## src/rtl/gerador_perda_vida.sv

```systemverilog
`timescale 1ns / 1ps
// Collision event stage for the 3-bit life counter: synchronizes and debounces a raw
// collision input, emits one registered loss pulse, then opens an invulnerability window.
module gerador_perda_vida #(
  parameter int unsigned SYNC_STAGES     = 2,
  parameter int unsigned DEBOUNCE_CYCLES = 4,
  parameter int unsigned INVULN_CYCLES   = 16,
  parameter int unsigned MAX_PERDAS      = 7
) (
  input  logic       clock,
  input  logic       reset,
  input  logic       colisao,
  input  logic       jogo_ativo,
  input  logic [2:0] vidas,
  output logic       perda_vida,
  output logic       invulneravel,
  output logic       fim_de_jogo,
  output logic [2:0] estado
);

  localparam int unsigned DebW = $clog2(DEBOUNCE_CYCLES + 1);
  localparam int unsigned TmrW = $clog2(INVULN_CYCLES + 1);

  localparam logic [DebW-1:0] DebMax       = DebW'(DEBOUNCE_CYCLES);
  localparam logic [DebW-1:0] DebLast      = DebW'(DEBOUNCE_CYCLES - 1);
  localparam logic [TmrW-1:0] TmrMax       = TmrW'(INVULN_CYCLES);
  localparam logic [2:0]      GameOverCode = 3'(MAX_PERDAS);

  typedef enum logic [2:0] {
    StOcioso         = 3'd0,
    StFiltrando      = 3'd1,
    StPulso          = 3'd2,
    StInvulneravel   = 3'd3,
    StAguardaSoltar  = 3'd4,
    StFim            = 3'd5
  } state_e;

  state_e                state_q, state_d;
  logic [DebW-1:0]       deb_q, deb_d;
  logic [TmrW-1:0]       tmr_q, tmr_d;
  logic [SYNC_STAGES-1:0] sync_q;
  logic                  colisao_s;

  assign colisao_s = sync_q[SYNC_STAGES-1];
  assign estado    = state_q;

  always_ff @(posedge clock or negedge reset) begin
    if (!reset) begin
      sync_q <= '0;
    end else begin
      sync_q <= {sync_q[SYNC_STAGES-2:0], colisao};
    end
  end

  always_comb begin
    state_d = state_q;
    deb_d   = deb_q;
    tmr_d   = tmr_q;
    if (state_q == StFim) begin
      state_d = StFim;
    // Skipped in PULSO: the counter only updates on the perda_vida edge itself.
    end else if (state_q != StPulso && vidas == GameOverCode) begin
      state_d = StFim;
      deb_d   = '0;
      tmr_d   = '0;
    end else if (!jogo_ativo) begin
      state_d = StOcioso;
      deb_d   = '0;
      tmr_d   = '0;
    end else begin
      unique case (state_q)
        StOcioso: begin
          if (colisao_s) begin
            if (DEBOUNCE_CYCLES <= 1) begin
              state_d = StPulso;
              deb_d   = DebMax;
            end else begin
              state_d = StFiltrando;
              deb_d   = DebW'(1);
            end
          end
        end
        StFiltrando: begin
          if (!colisao_s) begin
            state_d = StOcioso;
            deb_d   = '0;
          end else if (deb_q >= DebLast) begin
            // This sample completes the run of consecutive high samples.
            state_d = StPulso;
            deb_d   = DebMax;
          end else begin
            deb_d = deb_q + DebW'(1);
          end
        end
        StPulso: begin
          state_d = StInvulneravel;
          deb_d   = '0;
          tmr_d   = TmrMax;
        end
        StInvulneravel: begin
          if (tmr_q <= TmrW'(1)) begin
            state_d = StAguardaSoltar;
            tmr_d   = '0;
          end else begin
            tmr_d = tmr_q - TmrW'(1);
          end
        end
        StAguardaSoltar: begin
          if (!colisao_s) state_d = StOcioso;
        end
        default: begin
          state_d = StOcioso;
          deb_d   = '0;
          tmr_d   = '0;
        end
      endcase
    end
  end

  // Outputs decoded from the next state so each one comes straight from a flop.
  always_ff @(posedge clock or negedge reset) begin
    if (!reset) begin
      state_q      <= StOcioso;
      deb_q        <= '0;
      tmr_q        <= '0;
      perda_vida   <= 1'b0;
      invulneravel <= 1'b0;
      fim_de_jogo  <= 1'b0;
    end else begin
      state_q      <= state_d;
      deb_q        <= deb_d;
      tmr_q        <= tmr_d;
      perda_vida   <= (state_d == StPulso);
      invulneravel <= (state_d == StInvulneravel);
      fim_de_jogo  <= (state_d == StFim);
    end
  end

endmodule

```

## config.mk

```make
export PLATFORM = sky130hd
export DESIGN_NAME = gerador_perda_vida
export DESIGN_NICKNAME = d
export VERILOG_FILES = /design/src/rtl/gerador_perda_vida.sv
export SDC_FILE = /design/constraint.sdc
export NUM_CORES = 1
export LEC_CHECK = 0
export BUFFER_PORTS_ARGS = -buffer_cell sky130_fd_sc_hd__buf_2
export CAP_MARGIN = 20
export CORE_AREA = 2 2 48 50
export CTS_CLUSTER_SIZE = 20
export DETAILED_ROUTE_END_ITERATION = 6
export DIE_AREA = 0 0 50 52
export GPL_TIMING_DRIVEN = 0
export PLACE_DENSITY = 0.74
export SLEW_MARGIN = 25
export SYNTH_ARGS = -nofsm -noshare
export SYNTH_HDL_FRONTEND = slang
export SYNTH_SLANG_ARGS = --single-unit
```

## constraint.sdc

```tcl
create_clock -name clock -period 1.9 [get_ports clock]
set_input_delay 0.285 -clock clock [delete_from_list [all_inputs] [get_ports clock]]
set_output_delay 0.285 -clock clock [all_outputs]
set_load 0.02 [all_outputs]
```

==> summary.md <==
| Metric | Value |
|---|---|
| Slowest cell on the critical path | dfrtp_2 |
| Routed wire length | 1.68 mm |
| Most frequent cells in the layout | dfrtp_1 (15), buf_2 (14), nand2_1 (7) |
| Hold WC Path Type | input pin to flip-flop |
| Flops & latches, synth | 16 |
| Crit-path max cell delay | 440 ps |
| Yosys top cell area share | 0.443 |
| Asr flop ratio synth | 1.00 |
| Mapped Nets | 97 |
| CP most frequent cell | ha_1 |
| Tcrit/Tclk final | 0.945 |
| DR vias/cell | 5.52 |
| Share of layout cells above drive strength 1 | 0.305 |
| Synth Warn # | 0 |
| Top cells by area, synth | dfrtp_1 (44%), ha_1 (5.5%), nand3b_1 (4.1%) |
| Primary FF master, synth | dfrtp_1 |
| Die ar. | 0.00260 mm^2 |
| Row cnt | 17 |
| Mapped Avg Cell Area | 10.5 um^2 |
| Max frequency | 557 MHz |
| Worst r2r src | deb_q[0] |
| Crit Path Max Fanout | 4 |
| Post-synthesis cell count | 86 |
| Max VDD drop | 0.681 mV |
| Static leakage | 0.000497 uW |
| Max clock buf depth | 2 |
| Die height | 52 um |
| Placer Congestion | roughly 0.85 |
| CP Launch Type | flip-flop |
| Horiz. Die Dim | 50 um |
| Setup Total Neg Slack | 0 ps |
| GRT Util Overall | 0.144 |
| Wire length per cell after detailed routing | 12.6 um |
| Area Growth Syn to Fin | 17.4% |
| Setup WS post-layout | 105 ps |
| Final ANT Viol Nets | 0 |
| Req. time, crit path | 2130 ps |
| Clock Skew | ~1.2 ps |
| Final worst path period need | 1800 ps |
| 1st-iter DRT viols | 10 |
| Hold path cells | 1 |
| Maxcap violations | 0 |
| Routed vias | 734 |
| Final count of hold timing violations | 0 |
| Core area | 0.00211 mm^2 |
| Worst skew pair latency | 290 ps |
| Worst setup EP type | flip-flop |
| Remaining DRCs | 0 |
| Relative slew slack | 0.689 |
| Commonest non-fill, non-tap cell in the layout | dfrtp_1 |
| Buffers on Ports | 12 |
| Seq/Total Area, Yosys | 0.443 |
| Drt pass-1 iters | 4 |
| CTS sink cnt | 16 |
| Largest delay share family, worst path | compound AO/OA/AOI/OAI gates |
| # diodes | 0 |
| Initial antenna violation count | 0 |
| Overflow after GRT | 0 |
| Synth unique cells | 36 |
| Status | completed |
| Final Util | 0.504 |
| CP Depth | 6 |
| Pre-CTS setup slack | between 20 and 25 ps |
| FF-to-FF path depth | 6 |
| Starting Density | 0.430 |
| Worst hold start | colisao |
| Clk slew on worst S/H paths | about 90 ps |
| Area leader, netlist | dfrtp_1 |
| H-Tree Depth | 1 |
| Post-Syn Area | 905 um^2 |
| Bufs and invs on worst path | 0 |
| Global-route wire length before repair | around 2.9 mm |
| WP data arrival | 2030 ps |
| Critical path class | flip-flop to flip-flop |
| Pin count of the biggest net entering global routing | 17 |
| Detailed Place HPWL | approximately 1.2 mm |
| Number of fill cells | 188 |
| Final setup fails | 0 |
| Max-slew violation count | 0 |
| I/O pins | 13 |
| PD cells | 877 mW/mm^2 |
| TritonCTS clock tree | built |
| Worst Setup SP | deb_q[0] |
| Post-synth EDFFs | 0 |
| Least-Margin Pin Slew | approximately 460 ps |
| Num CTS Buffers | 3 |
| Number of global-route vias before repair | 674 |
| Nets | 117 |
| RSZ-0062 raised after global routing | no |
| Clock root cell | clkbuf_4 |
| Critical-path cell list | ha_1, ha_1, a211oi_2, nand3b_1, a2111oi_2, mux2_4 |
-- layer usage --
layer,vias up,global-route usage,wire [um]
li1,356,-,-
met1,357,0.195,836
met2,16,0.224,764
met3,5,0.0259,51
met4,0,0.0694,29
met5,-,0,0
-- synth_stat cells (2+ instances only) --
| library cell | number |
|---|---|
| buf_6 | 2 |
| nor3_1 | 2 |
| a31oi_1 | 3 |
| inv_1 | 4 |
| dfrtp_1 | 16 |
| nand2_1 | 7 |
| buf_2 | 2 |
| a21oi_1 | 2 |
| nand3b_1 | 5 |
| nand2b_1 | 3 |
| o21ai_0 | 4 |
| o21bai_1 | 3 |
| a211oi_2 | 2 |
| ha_1 | 4 |
| nor2_1 | 4 |
| a21o_1 | 2 |
| a22o_1 | 2 |
-- area by class of cell --
type	instances	area, um^2	area share
Buffer	4	32.5	0.0306
Clock buffer	4	36.3	0.0342
Inverter	4	15.0	0.0141
Multi-Input combinational cell	62	457	0.430
Sequential cell	16	402	0.378
Tap cell	28	35.0	0.0330
Timing Repair Buffer	15	85.1	0.0801
-- cells by family (layout without fill, tap and decap cells) --
group / count (synthesis) / after routing / share of synthesized area
buf+inv: 8 / 27 / 0.0526
compound gates: 27 / 27 / 0.235
xor+xnor: 1 / 1 / 0.00968
flops: 16 / 16 / 0.443
fa+ha+maj: 4 / 4 / 0.0553
mux: 1 / 1 / 0.0166
simple gates: 29 / 29 / 0.188
-- what timing repair did --
action / in CTS / in global routing
resized for setup: 0 / 1
buffers inserted: 0 / 2
setup endpoints to repair: 0 / 1
hold buffers: 1 / 0
hold endpoints to repair: 16 / 0
-- registers in the layout, summed over array words and instances, names as in the netlist --
register      flops
deb_q             3
invulneravel      1
estado            3
perda_vida        1
tmr_q             5
sync_q            2
fim_de_jogo       1
-- stage by stage --
stage	cells	cell area, um^2	power [uW]	hold slack, ps
2_1_floorplan	86	905	612	-10.6
6_report	133	1060	932	96.7
5_1_grt	133	1060	982	88.4
4_1_cts	131	1050	914	92.0
3_5_place_dp	126	1000	685	219
3_3_place_gp	126	1000	679	214
-- report_power, final --
part	switching, uW	internal, uW	leakage, uW	total, uW
Clock	111	117	0.0000210	227
Sequential	30.9	375	0.000212	406
Combinational	158	141	0.000264	298
-- final timing paths --
| path | slack, ps | to |
|---|---|---|
| setup reg to reg | 100 | deb_q[0] |
| min in group asynchronous | 430 | tmr_q[3] |
| hold reg to reg | 360 | sync_q[1] |
| setup / recovery | 100 | deb_q[0] |
| max in group asynchronous | 1190 | deb_q[0] |
| hold / removal | 100 | sync_q[0] |
Note: power is estimated with default switching activity, not from simulation.
